==> config.mk <==
export PLATFORM = sky130hd
export DESIGN_NAME = spine_route_arb_stage
export DESIGN_NICKNAME = d
export VERILOG_FILES = /design/src/rtl/spine_route_arb_stage.sv
export SDC_FILE = /design/constraint.sdc
export NUM_CORES = 1
export LEC_CHECK = 0
export ABC_AREA = 1
export CAP_MARGIN = 20
export CORE_ASPECT_RATIO = 0.9
export CORE_MARGIN = 3
export CORE_UTILIZATION = 40
export CTS_CLUSTER_DIAMETER = 150
export CTS_CLUSTER_SIZE = 40
export DETAILED_ROUTE_END_ITERATION = 16
export PLACE_DENSITY = 0.79
export SETUP_SLACK_MARGIN = 0.2
export SYNTH_ARGS = -nofsm -noshare
export SYNTH_HDL_FRONTEND = slang
export SYNTH_SLANG_ARGS = --single-unit
==> constraint.sdc <==
create_clock -name clk -period 3.9 [get_ports clk]
set_input_delay 0.585 -clock clk [delete_from_list [all_inputs] [get_ports clk]]
set_output_delay 0.585 -clock clk [all_outputs]
set_load 0.02 [all_outputs]
==> src/rtl/spine_route_arb_stage.sv <==
// Spine ingress stage: round-robin arbitration over N_IN request streams, {group,leaf} -> spine port
// decode, and a one-deep registered output slot. Requests with an invalid group are dropped and counted.
module spine_route_arb_stage #(
  parameter int GROUP_ID   = 4,
  parameter int NUM_GROUPS = 8,
  parameter int NUM_LEAFS  = 4,
  parameter int GROUP_W    = 4,
  parameter int LEAF_W     = 2,
  parameter int PORT_W     = 4,
  parameter int DATA_W     = 32,
  parameter int N_IN       = 4,
  parameter int CNT_W      = 16
) (
  input  logic                             clk,
  input  logic                             rst_n,
  input  logic [N_IN-1:0]                  in_valid,
  output logic [N_IN-1:0]                  in_ready,
  input  logic [N_IN*(GROUP_W+LEAF_W)-1:0] in_dest,
  input  logic [N_IN*DATA_W-1:0]           in_data,
  output logic                             out_valid,
  input  logic                             out_ready,
  output logic [PORT_W-1:0]                out_port,
  output logic [$clog2(N_IN)-1:0]          out_src,
  output logic [DATA_W-1:0]                out_data,
  output logic                             route_err,
  output logic [CNT_W-1:0]                 drop_cnt
);

  localparam int DEST_W = GROUP_W + LEAF_W;
  localparam int SRC_W  = $clog2(N_IN);

  logic [SRC_W-1:0]   last_q;
  logic [SRC_W-1:0]   winner;
  logic               any_valid;
  logic [DEST_W-1:0]  win_dest;
  logic [DATA_W-1:0]  win_data;
  logic [GROUP_W-1:0] win_group;
  logic [LEAF_W-1:0]  win_leaf;
  logic               dest_ok;
  logic [PORT_W-1:0]  dest_port;
  logic               load_en;
  logic               accept;

  // Scan starts one past the last granted input so every requester is served within N_IN grants.
  always_comb begin
    any_valid = 1'b0;
    winner    = '0;
    for (int k = 1; k <= N_IN; k++) begin
      if (!any_valid && in_valid[(int'(last_q) + k) % N_IN]) begin
        any_valid = 1'b1;
        winner    = SRC_W'((int'(last_q) + k) % N_IN);
      end
    end
  end

  assign win_dest  = in_dest[winner*DEST_W +: DEST_W];
  assign win_data  = in_data[winner*DATA_W +: DATA_W];
  assign win_group = win_dest[DEST_W-1:LEAF_W];
  assign win_leaf  = win_dest[LEAF_W-1:0];

  // Local leafs occupy ports 1..NUM_LEAFS; remote groups follow, skipping our own group id.
  always_comb begin
    dest_ok   = 1'b0;
    dest_port = '0;
    if (int'(win_group) == GROUP_ID) begin
      dest_ok   = 1'b1;
      dest_port = PORT_W'(int'(win_leaf) + 1);
    end else if (win_group != '0 && int'(win_group) <= NUM_GROUPS) begin
      dest_ok = 1'b1;
      if (int'(win_group) < GROUP_ID)
        dest_port = PORT_W'(NUM_LEAFS + int'(win_group));
      else
        dest_port = PORT_W'(NUM_LEAFS + int'(win_group) - 1);
    end
  end

  // Handshake: a transfer happens on a rising edge where valid & ready are both high. The slot can take
  // a new item when empty or being drained this cycle; only the arbitration winner sees ready, and
  // nothing is accepted while reset is asserted.
  assign load_en  = !out_valid || out_ready;
  assign accept   = any_valid && load_en;
  assign in_ready = (accept && rst_n) ? (N_IN'(1) << winner) : '0;

  always_ff @(posedge clk or negedge rst_n) begin
    if (!rst_n) begin
      last_q    <= SRC_W'(N_IN - 1);
      out_valid <= 1'b0;
      out_port  <= '0;
      out_src   <= '0;
      out_data  <= '0;
      route_err <= 1'b0;
      drop_cnt  <= '0;
    end else begin
      route_err <= accept && !dest_ok;
      if (accept) begin
        last_q <= winner;
      end
      if (accept && dest_ok) begin
        out_valid <= 1'b1;
        out_port  <= dest_port;
        out_src   <= winner;
        out_data  <= win_data;
      end else if (out_ready) begin
        out_valid <= 1'b0;
      end
      if (accept && !dest_ok && drop_cnt != '1) begin
        drop_cnt <= drop_cnt + CNT_W'(1);
      end
    end
  end

endmodule

==> results.md, run 1 <==
* Setup TNS at 0 ps
* Syn avg cell area at 6.80 um^2
* Worst-path clk slew at 70 ps
* Die ar. at 0.0112 mm^2
* R2R Setup Slk at 590 ps
* Simple-gate share of the synthesized area at 0.444
* Vias in the first global route at 4,714
* Worst setup EP type: primary output
* CP Max Fanout at 9
* Final Max Tran Viols at 0
* Initial DRC Count at 351
* Final Util at 0.688
* Crit Path Class: register to primary output
* Setup-failing EPs final at 0
* Synth Net Count at 753
* Slew Limit Headroom at 0.519
* Die Y at 101 um
* Synth Flop Type: dfrtp_1
* Layout cells sized above 1 at 0.0648
* Area leader, netlist: dfrtp_1
* Post-CTS setup buffers at 0
* Final std cells w/o fill at 924
* RSZ-0062 raised after global routing: no
* Total Wirelength at 14,400 um
* Vias at 4,769
* Gpl congestion at 0.927
* I/O Pins at 219
* Largest net degree at the start of global routing at 59
* CP Launch Type: register
* GRT Util Overall at 0.251
* Crit path DAT at 2870 ps
* Final-report hold violation count at 0
* Core footprint at 0.00941 mm^2
* P&R area growth vs syn at 62.4%
* Final clock skew at 11.5 ps
* Rows at 33
* Clk buf depth at 2
* TritonCTS clock tree: built
* Nets at 963
* CP required at 3310 ps
* Area contributors post-synth: dfrtp_1 35%, nand2_1 27%, nand3_1 9.9%, a22oi_1 6.4%, ha_1 2.2%
* Post-synthesis sequential area ratio at 0.364
* Yosys cell types at 33
* Period utilization at 0.886
* Vias per cell at 5.16
* H-tree levels at 3
* Worst hold path class: input pin to async pin
* Worst-margin pin slew at 721 ps
* Reg2reg path depth at 19
* #FFs+latches synth at 58
* WL/cell at 15.6 um
* Placed insts at 908
* Pwr/cell area at 1120 mW/mm^2
* Grt total ovfl at 0
* Syn. warnings at 0
* Count leader, synth: nand2_1
* DRC viols at 0
* Clk Latency, worst-skew pair at 330 ps
* Post-synthesis mux area share at 0
* Min Tclk post-route at 3450 ps
* Post-synthesis async set-or-reset flop share at 1.00
* Compound-Gate Fraction of Synth Area at 0.0796
* Pleak at 3.06 nW
* CTS sink cnt at 58
* XOR/XNOR Fraction of Synth Area at 0.0285
* Share of the synthesized area in the top cell type at 0.351
* Pre-Repair DR Iteration Count at 5
* Total CTS buffers at 9
* Largest family of logic cells by synthesized area: simple AND/OR/NAND/NOR gates
* Post-Synth Adder-Cell Area at 0.0219
* Commonest cells in the netlist: 290 x nand2_1, 79 x nand3_1, 56 x dfrtp_1, 34 x a22oi_1, 18 x inv_1
* Reg2reg end: out_data[17]
* Root Buffer: clkbuf_8
* Initial antenna violation count at 0
* Reg2Reg Launch Point: last_q[0]
* Initial Util at 0.424
* # port buffers at 218
* Ant. Diodes at 0
* First-pass GRT wire length at 22,800 um
* Mapped Area at 0.00399 mm^2
* Detailed Place HPWL at 11,400 um
* Mapped Cells at 587
* Die width at 111 um
* Worst vdd ir at 0.000566 V
* Max-Cap Viols at 0
* Run status: completed
* Antenna viol nets, final at 0
* Fmax at 290 MHz
* Tot Pwr at 7.25 mW
* Number of synthesized flops with an enable pin at 0
[cell usage in the layout (no fill, tap or decap), drive strengths merged]
master,count
a21o,1
a21oi,2
a22oi,34
buf,8
bufinv,3
clkbuf,11
clkdlybuf4s50,217
clkinv,2
dfrtp,56
dfstp,2
ha,7
inv,24
nand2,303
nand3,80
nand3b,2
nand4,2
nor2,19
nor3,4
nor4,2
o21ai,7
o22ai,1
or2,2
xnor2,5
xor2,8
[final cells by class]
type,count,area (um^2)
inverters,24,97.6
flip-flops and latches,58,1450
multi-input cells,479,2290
fillers,816,2930
clock inverters,5,100
repair buffers,225,2230
clock buffers,11,151
well taps,122,153
[per-stage QoR]
| stage | hold WS (ps) | instance area, um^2 | worst slack [ps] |
|---|---|---|---|
| finish | 427 | 6480 | 446 |
| global route | 494 | 6480 | 241 |
| detailed placement | 464 | 6220 | 153 |
| floorplan | 289 | 3990 | 1070 |
| CTS | 452 | 6470 | 405 |
| global placement | 463 | 6220 | 339 |
[worst max-delay path: stages, from the launching register on]
cell and delay (ps):
dfstp_2 650, inv_4 80, nand2_1 70, nand2_1 90
nand2_2 110, nand2_2 70, nor2_2 110, nand3_1 180
o21ai_2 250, inv_2 120, nand2_1 180, nor2_1 70
clkdlybuf4s50_1 540
[metal layers]
metal / wire length [um] / part of all wire / global-route usage
met5: 0 / 0 / 0
met3: 1040 / 0.072 / 0.0684
met1: 5610 / 0.39 / 0.286
met2: 7480 / 0.52 / 0.469
met4: 297 / 0.021 / 0.0580
[power by group]
part	total, mW	leakage (nW)	internal [mW]	switching [mW]
registers	1.07	0.740	0.905	0.165
logic	5.48	2.19	1.90	3.58
clock network	0.701	0.129	0.457	0.244
[kinds of logic after synthesis]
kind of cell / Yosys count
simple gates: 414
flops: 58
buf+inv: 50
compound gates: 45
xor+xnor: 13
fa+ha+maj: 7
[timing repair]
action / in CTS / in global routing
endpoints found under the setup margin: 0 / 37
gates resized for setup: 0 / 2
hold buffers: 0 / 0
[sequential cells by signal, summed over array words and instances, names as in the netlist]
name / count
route_err: 1
out_data: 32
last_q: 2
out_port: 4
drop_cnt: 16
out_src: 2
out_valid: 1
[how the worst max path moves through the flow]
stage | slack, ps | to | startpoint
after floorplan | 1070 | drop_cnt[7] | last_q[0]
after global placement | 340 | out_port[2] | in_valid[2]
after detailed placement | 150 | out_port[2] | in_valid[2]
after CTS | 410 | in_ready[1] | last_q[0]
after global routing | 240 | in_ready[1] | last_q[0]
final | 450 | in_ready[1] | last_q[0]
Note: power is estimated with default switching activity, not from simulation.
==> run 2, diff against run 1 <==
--- a/config.mk
+++ b/config.mk
@@ -9,11 +9,12 @@
 export CAP_MARGIN = 20
 export CORE_ASPECT_RATIO = 0.9
 export CORE_MARGIN = 3
-export CORE_UTILIZATION = 40
+export CORE_UTILIZATION = 43
 export CTS_CLUSTER_DIAMETER = 150
 export CTS_CLUSTER_SIZE = 40
 export DETAILED_ROUTE_END_ITERATION = 16
-export PLACE_DENSITY = 0.79
+export DONT_BUFFER_PORTS = 1
+export PLACE_DENSITY = 0.55
 export SETUP_SLACK_MARGIN = 0.2
 export SYNTH_ARGS = -nofsm -noshare
 export SYNTH_HDL_FRONTEND = slang
==> results.md, run 2 (synthesis gave the netlist of run 1 again) <==
* Run status: completed
* RSZ-0062 raised after global routing: no
* I/O Pins at 219 (unchanged)
* Period utilization at 0.874 (-0.0116)
* Grt total ovfl at 0 (unchanged)
* Final-report hold violation count at 0 (unchanged)
* Initial antenna violation count at 0 (unchanged)
* Initial DRC Count at 188 (-46%)
* Clk buf depth at 2 (unchanged)
* Pre-Repair DR Iteration Count at 4 (-1)
* Antenna viol nets, final at 0 (unchanged)
* Final clock skew at 13.8 ps (+2.33 ps)
* CTS sink cnt at 58 (unchanged)
* Vias at 3,799 (-20%)
* R2R Setup Slk at 580 ps (about the same)
* Nets at 745 (-23%)
* Most frequent cells in the layout: 290 x nand2_1, 79 x nand3_1, 56 x dfrtp_1
* Max-Cap Viols at 0 (unchanged)
* Max incr delay on CP at 630 ps (-20 ps)
* Min Tclk post-route at 3410 ps (-45.3 ps)
* First-pass GRT wire length at 19,000 um (-17%)
* Ant. Diodes at 0 (unchanged)
* Vias per cell at 5.42 (+5.0%)
* Reg2reg path depth at 24 (+5)
* Slowest CP cell: dfstp_2
* Die Y at 97.4 um (-3.3%)
* Total Wirelength at 11,800 um (-18%)
* Largest Register: out_data
* Reg2Reg Launch Point: last_q[0]
* Crit path from: last_q[0]
* GRT Util Overall at 0.227 (-0.0239)
* Die width at 108 um (-3.4%)
* Largest net degree at the start of global routing at 57 (-3.4%)
* Worst setup EP type: primary output
* CP required at 3310 ps (about the same)
* Area after DPL at 0.00403 mm^2 (-35%)
* Biggest regs: out_data (32), drop_cnt (16), out_port (4)
* Worst setup endpoint: in_ready[1]
* Max reg flops at 32 (unchanged)
* Slew Limit Headroom at 0.575 (+0.0555)
* H-tree levels at 3 (unchanged)
* Worst-path clk slew at 70 ps (about the same)
* Detailed Place HPWL at 8960 um (-21%)
* Crit Path Class: register to primary output
* Reg2reg end: out_data[13]
* # port buffers at 0 (-100%)
* Crit-path cells: inv_4 -> nand2_1 -> nand2_1 -> nand2_1 -> nand2_2 -> inv_2 -> nand3_1 -> nand2_2 -> nand2_2 -> nor2_2 -> buf_4 -> inv_1 -> nor2_1
* Final Max Tran Viols at 0 (unchanged)
* # fillers at 908 (+11%)
* Crit path DAT at 2820 ps (-50 ps)
* Setup-failing EPs final at 0 (unchanged)
* Gpl congestion at 0.837 (-9.8%)
* Clk Latency, worst-skew pair at 330 ps (about the same)
* Commonest non-fill, non-tap cell in the layout: nand2_1
* Setup TNS at 0 ps (unchanged)
* Vias in the first global route at 3,643 (-23%)
* Fmax at 293 MHz (+1.3%)
* P&R area growth vs syn at 6.58%
* Rows at 32 (-3.0%)
* Root Buffer: clkbuf_8
* Worst-margin pin slew at 637 ps (-84.8 ps)
* Layout cells sized above 1 at 0.0842 (+0.0194)
* Initial Util at 0.453 (+0.0291)
* Total CTS buffers at 9 (unchanged)
* WL/cell at 16.8 um (+7.7%)
* Core footprint at 0.00881 mm^2 (-6.4%)
* CP Max Fanout at 34 (+25)
* CP Launch Type: register
* Worst hold path class: input pin to async pin
* TritonCTS clock tree: built
* DRC viols at 0 (unchanged)
* Die ar. at 0.0105 mm^2 (-6.6%)
* Final Instance Area at 0.00425 mm^2 (-34%)
run 2: cell types whose count changed in the layout (fill, tap and decap cells not counted), sizes merged:
cell	delta
bufinv	-2
buf	-1
clkdlybuf4s50	-217
run 2: how the worst min path moves through the flow:
| stage | startpoint | to | slack (ps) | depth (start not counted) |
|---|---|---|---|---|
| 6_report | rst_n | last_q[1] | 100 | 0 |
| 5_1_grt | rst_n | last_q[1] | 60 | 0 |
| 4_1_cts | rst_n | last_q[1] | 80 | 0 |
| 3_5_place_dp | rst_n | drop_cnt[0] | 290 | 0 |
| 3_3_place_gp | rst_n | drop_cnt[0] | 290 | 0 |
| 2_1_floorplan | rst_n | drop_cnt[0] | 290 | 0 |
run 2: stage by stage:
stage           util  hold WS (ps)  instances  worst slack (ps)
6_report       0.483          98.7        701               491
5_1_grt        0.483          61.2        701               236
4_1_cts        0.483          75.1        701               489
3_5_place_dp   0.458           293        686               536
3_3_place_gp   0.458           293        686               700
2_1_floorplan      -           289        587              1070
run 2: cell type report:
cell class	count	area (um^2)	share of cell area
timing repair buffer	7	72.6	0.0171
sequential	58	1450	0.342
clock buffer	11	151	0.0356
clock inverter	3	40.0	0.00941
multi-input combinational	479	2290	0.538
inverter	24	97.6	0.0229
tap	119	149	0.0350
run 2: what timing repair did:
| action | CTS | global route |
|---|---|---|
| hold buffers | 1 | 0 |
| buffers inserted | 0 | 0 |
| resized for setup | 0 | 1 |
| endpoints found under the hold margin | 56 | 0 |
| endpoints found under the setup margin | 0 | 2 |
run 2: routing by layer:
layer | wire length [um] | vias to the layer above | global-route usage
met5 | 0 | - | 0
met4 | 124 | 0 | 0.0602
met3 | 911 | 8 | 0.0631
met2 | 6040 | 157 | 0.390
met1 | 4720 | 1750 | 0.278
li1 | - | 1884 | -
run 2: critical path, delay by kind of cell (launching register included):
family                 cells  cell delay [ps]
flip-flops                 1              630
buffers and inverters      4              560
AND/OR/NAND/NOR            9             1310
Power of run 2 is not shown: default switching activity piles up to over one toggle a cycle in this logic, so the estimate is an artifact.
==> RTL change (flow settings as in run 2) <==
The parameter `PORT_W` goes from 4 to 6.
--- a/src/rtl/spine_route_arb_stage.sv
+++ b/src/rtl/spine_route_arb_stage.sv
@@ -6,7 +6,7 @@
   parameter int NUM_LEAFS  = 4,
   parameter int GROUP_W    = 4,
   parameter int LEAF_W     = 2,
-  parameter int PORT_W     = 4,
+  parameter int PORT_W     = 6,
   parameter int DATA_W     = 32,
   parameter int N_IN       = 4,
   parameter int CNT_W      = 16
Interface: changed (resized out_port); port bits go from 219 to 221. No check against the original RTL was run, so the function may have changed too.
==> RTL change against run 2 <==
Critical path depth fell by 1; sequential cell count rose by 2; worst setup slack got worse by 0.11 ns; synthesized area rose by 7.7%; sequential share of layout area fell by 2.5 points; design area rose by 12%; wire length rose by 13%; highest routed layer unchanged.
Power is not shown: default switching activity piles up to over one toggle a cycle in this logic, so the estimate is an artifact.
==> RTL change: results (changes against run 2) <==
Global routing
  • First-pass GRT wire length: 20.9 mm (was 19.0 mm)
  • Vias in the first global route: 4199 (was 3643)
  • Total global-route track usage: 22.9% (was 22.7%)
  • Initial antenna violation count: 0 (unchanged)
  • Largest net degree at the start of global routing: 59 (was 57)

Placement
  • Post-DP HPWL: 9.92 mm (was 8.96 mm)
  • Dpl cells: 753 (was 686)
  • Routability cong.: 0.899 (was 0.837)

Critical path
  • Worst EP arrival: 2.93 ns (was 2.82 ns)
  • Crit-path max FO: 9 (was 34)
  • CP top delay family: simple AND/OR/NAND/NOR gates (unchanged)

Logic synthesis
  • Post-synthesis sequential area ratio: 35.0% (was 36.4%)
  • Yosys cell types: 34 (was 33)
  • Top post-synthesis cells by area: dfrtp_1 34%, nand2_1 27%, nand3_1 8.0% (was dfrtp_1 35%, nand2_1 27%, nand3_1 9.9%)
  • Post-synth top cells: 314 x nand2_1, 69 x nand3_1, 58 x dfrtp_1, 41 x nand4_1, 32 x inv_1 (was 290 x nand2_1, 79 x nand3_1, 56 x dfrtp_1, 34 x a22oi_1, 18 x inv_1)
  • Mapped Avg Cell Area: 6.59 um2 (was 6.80 um2)

Cells and area
  • Share of layout cells above drive strength 1: 10.8% (was 8.42%)
  • Non-Filler Instances: 780 (was 701)
  • Top flop regs: out_data: 32 flops, drop_cnt: 16 flops, out_port: 6 flops (was out_data: 32 flops, drop_cnt: 16 flops, out_port: 4 flops)
  • Final nets: 820 (was 745)

Clock network
  • CTS Buffer Depth: 2 (unchanged)
  • H-tree depth: 3 (unchanged)
  • Worst-Skew Late Latency: 0.33 ns (about the same)

Detailed routing
  • 1st-iter DRT viols: 259 (was 188)
  • Wire per inst: 17.1 um (was 16.8 um)
  • DR pass1 iterations: 5 (was 4)
  • Via density: 5.51 (was 5.42)

STA
  • Tightest Pin Transition: 0.943 ns (was 0.637 ns)
  • Final Skew: 0.0114 ns (was 0.0138 ns)

Status
  • Status: finished, final reports clean (unchanged)
==> RTL change: metrics by stage <==
step | util [%] | worst slack (ns) | cell area, um2
2_1_floorplan | - | 0.997 | 4300
3_3_place_gp | 46.5 | 0.211 | 4380
3_5_place_dp | 46.5 | 0.0600 | 4380
4_1_cts | 49.2 | 0.283 | 4640
5_1_grt | 50.4 | 0.110 | 4750
6_report | 50.4 | 0.380 | 4750
==> RTL change: what timing repair did <==
action,4_1_cts,5_1_grt
pin swaps,0,2
hold buffers,1,0
setup buffers,0,9
cloned,0,1
setup endpoints to repair,22,45
gates resized for setup,2,7
endpoints found under the hold margin,58,0
==> RTL change: path summary, 6_finish.rpt <==
check                      startpoint  depth (start not counted)     endpoint  slack [ns]
max                         last_q[0]                         12  in_ready[3]        0.38
min                             rst_n                          0    last_q[0]         0.1
max reg2reg                 last_q[0]                         22  drop_cnt[2]        0.49
min reg2reg                 last_q[1]                          2    last_q[1]        0.54
max in group asynchronous       rst_n                          1   out_src[1]        3.53
min in group clk            out_ready                          1    out_valid        0.36
==> RTL change: cell type report <==
type	instances	area, um2
repair buffers	20	195
clock inverters	4	72.6
fillers	965	4670
well taps	122	153
multi-input cells	524	2530
inverters	38	145
flip-flops and latches	60	1500
clock buffers	12	145
==> RTL change: metal layers <==
layer | track usage [%] | share of wire [%] | up-vias
met5 | 0 | 0 | -
met4 | 6.83 | 2.3 | 0
met3 | 4.38 | 6.2 | 27
met2 | 42.7 | 52 | 168
met1 | 27.0 | 40 | 1991
li1 | - | - | 2112
==> RTL change: cell families after synthesis <==
kind of cell             after synthesis  synth area share [%]
buffers and inverters                 69                  7.68
AO/OA/AOI/OAI                         25                  3.64
AND/OR/NAND/NOR                      476                  48.5
flip-flops                            60                  35.0
adder cells (fa/ha/maj)                8                  2.33
XOR/XNOR                              14                  2.85
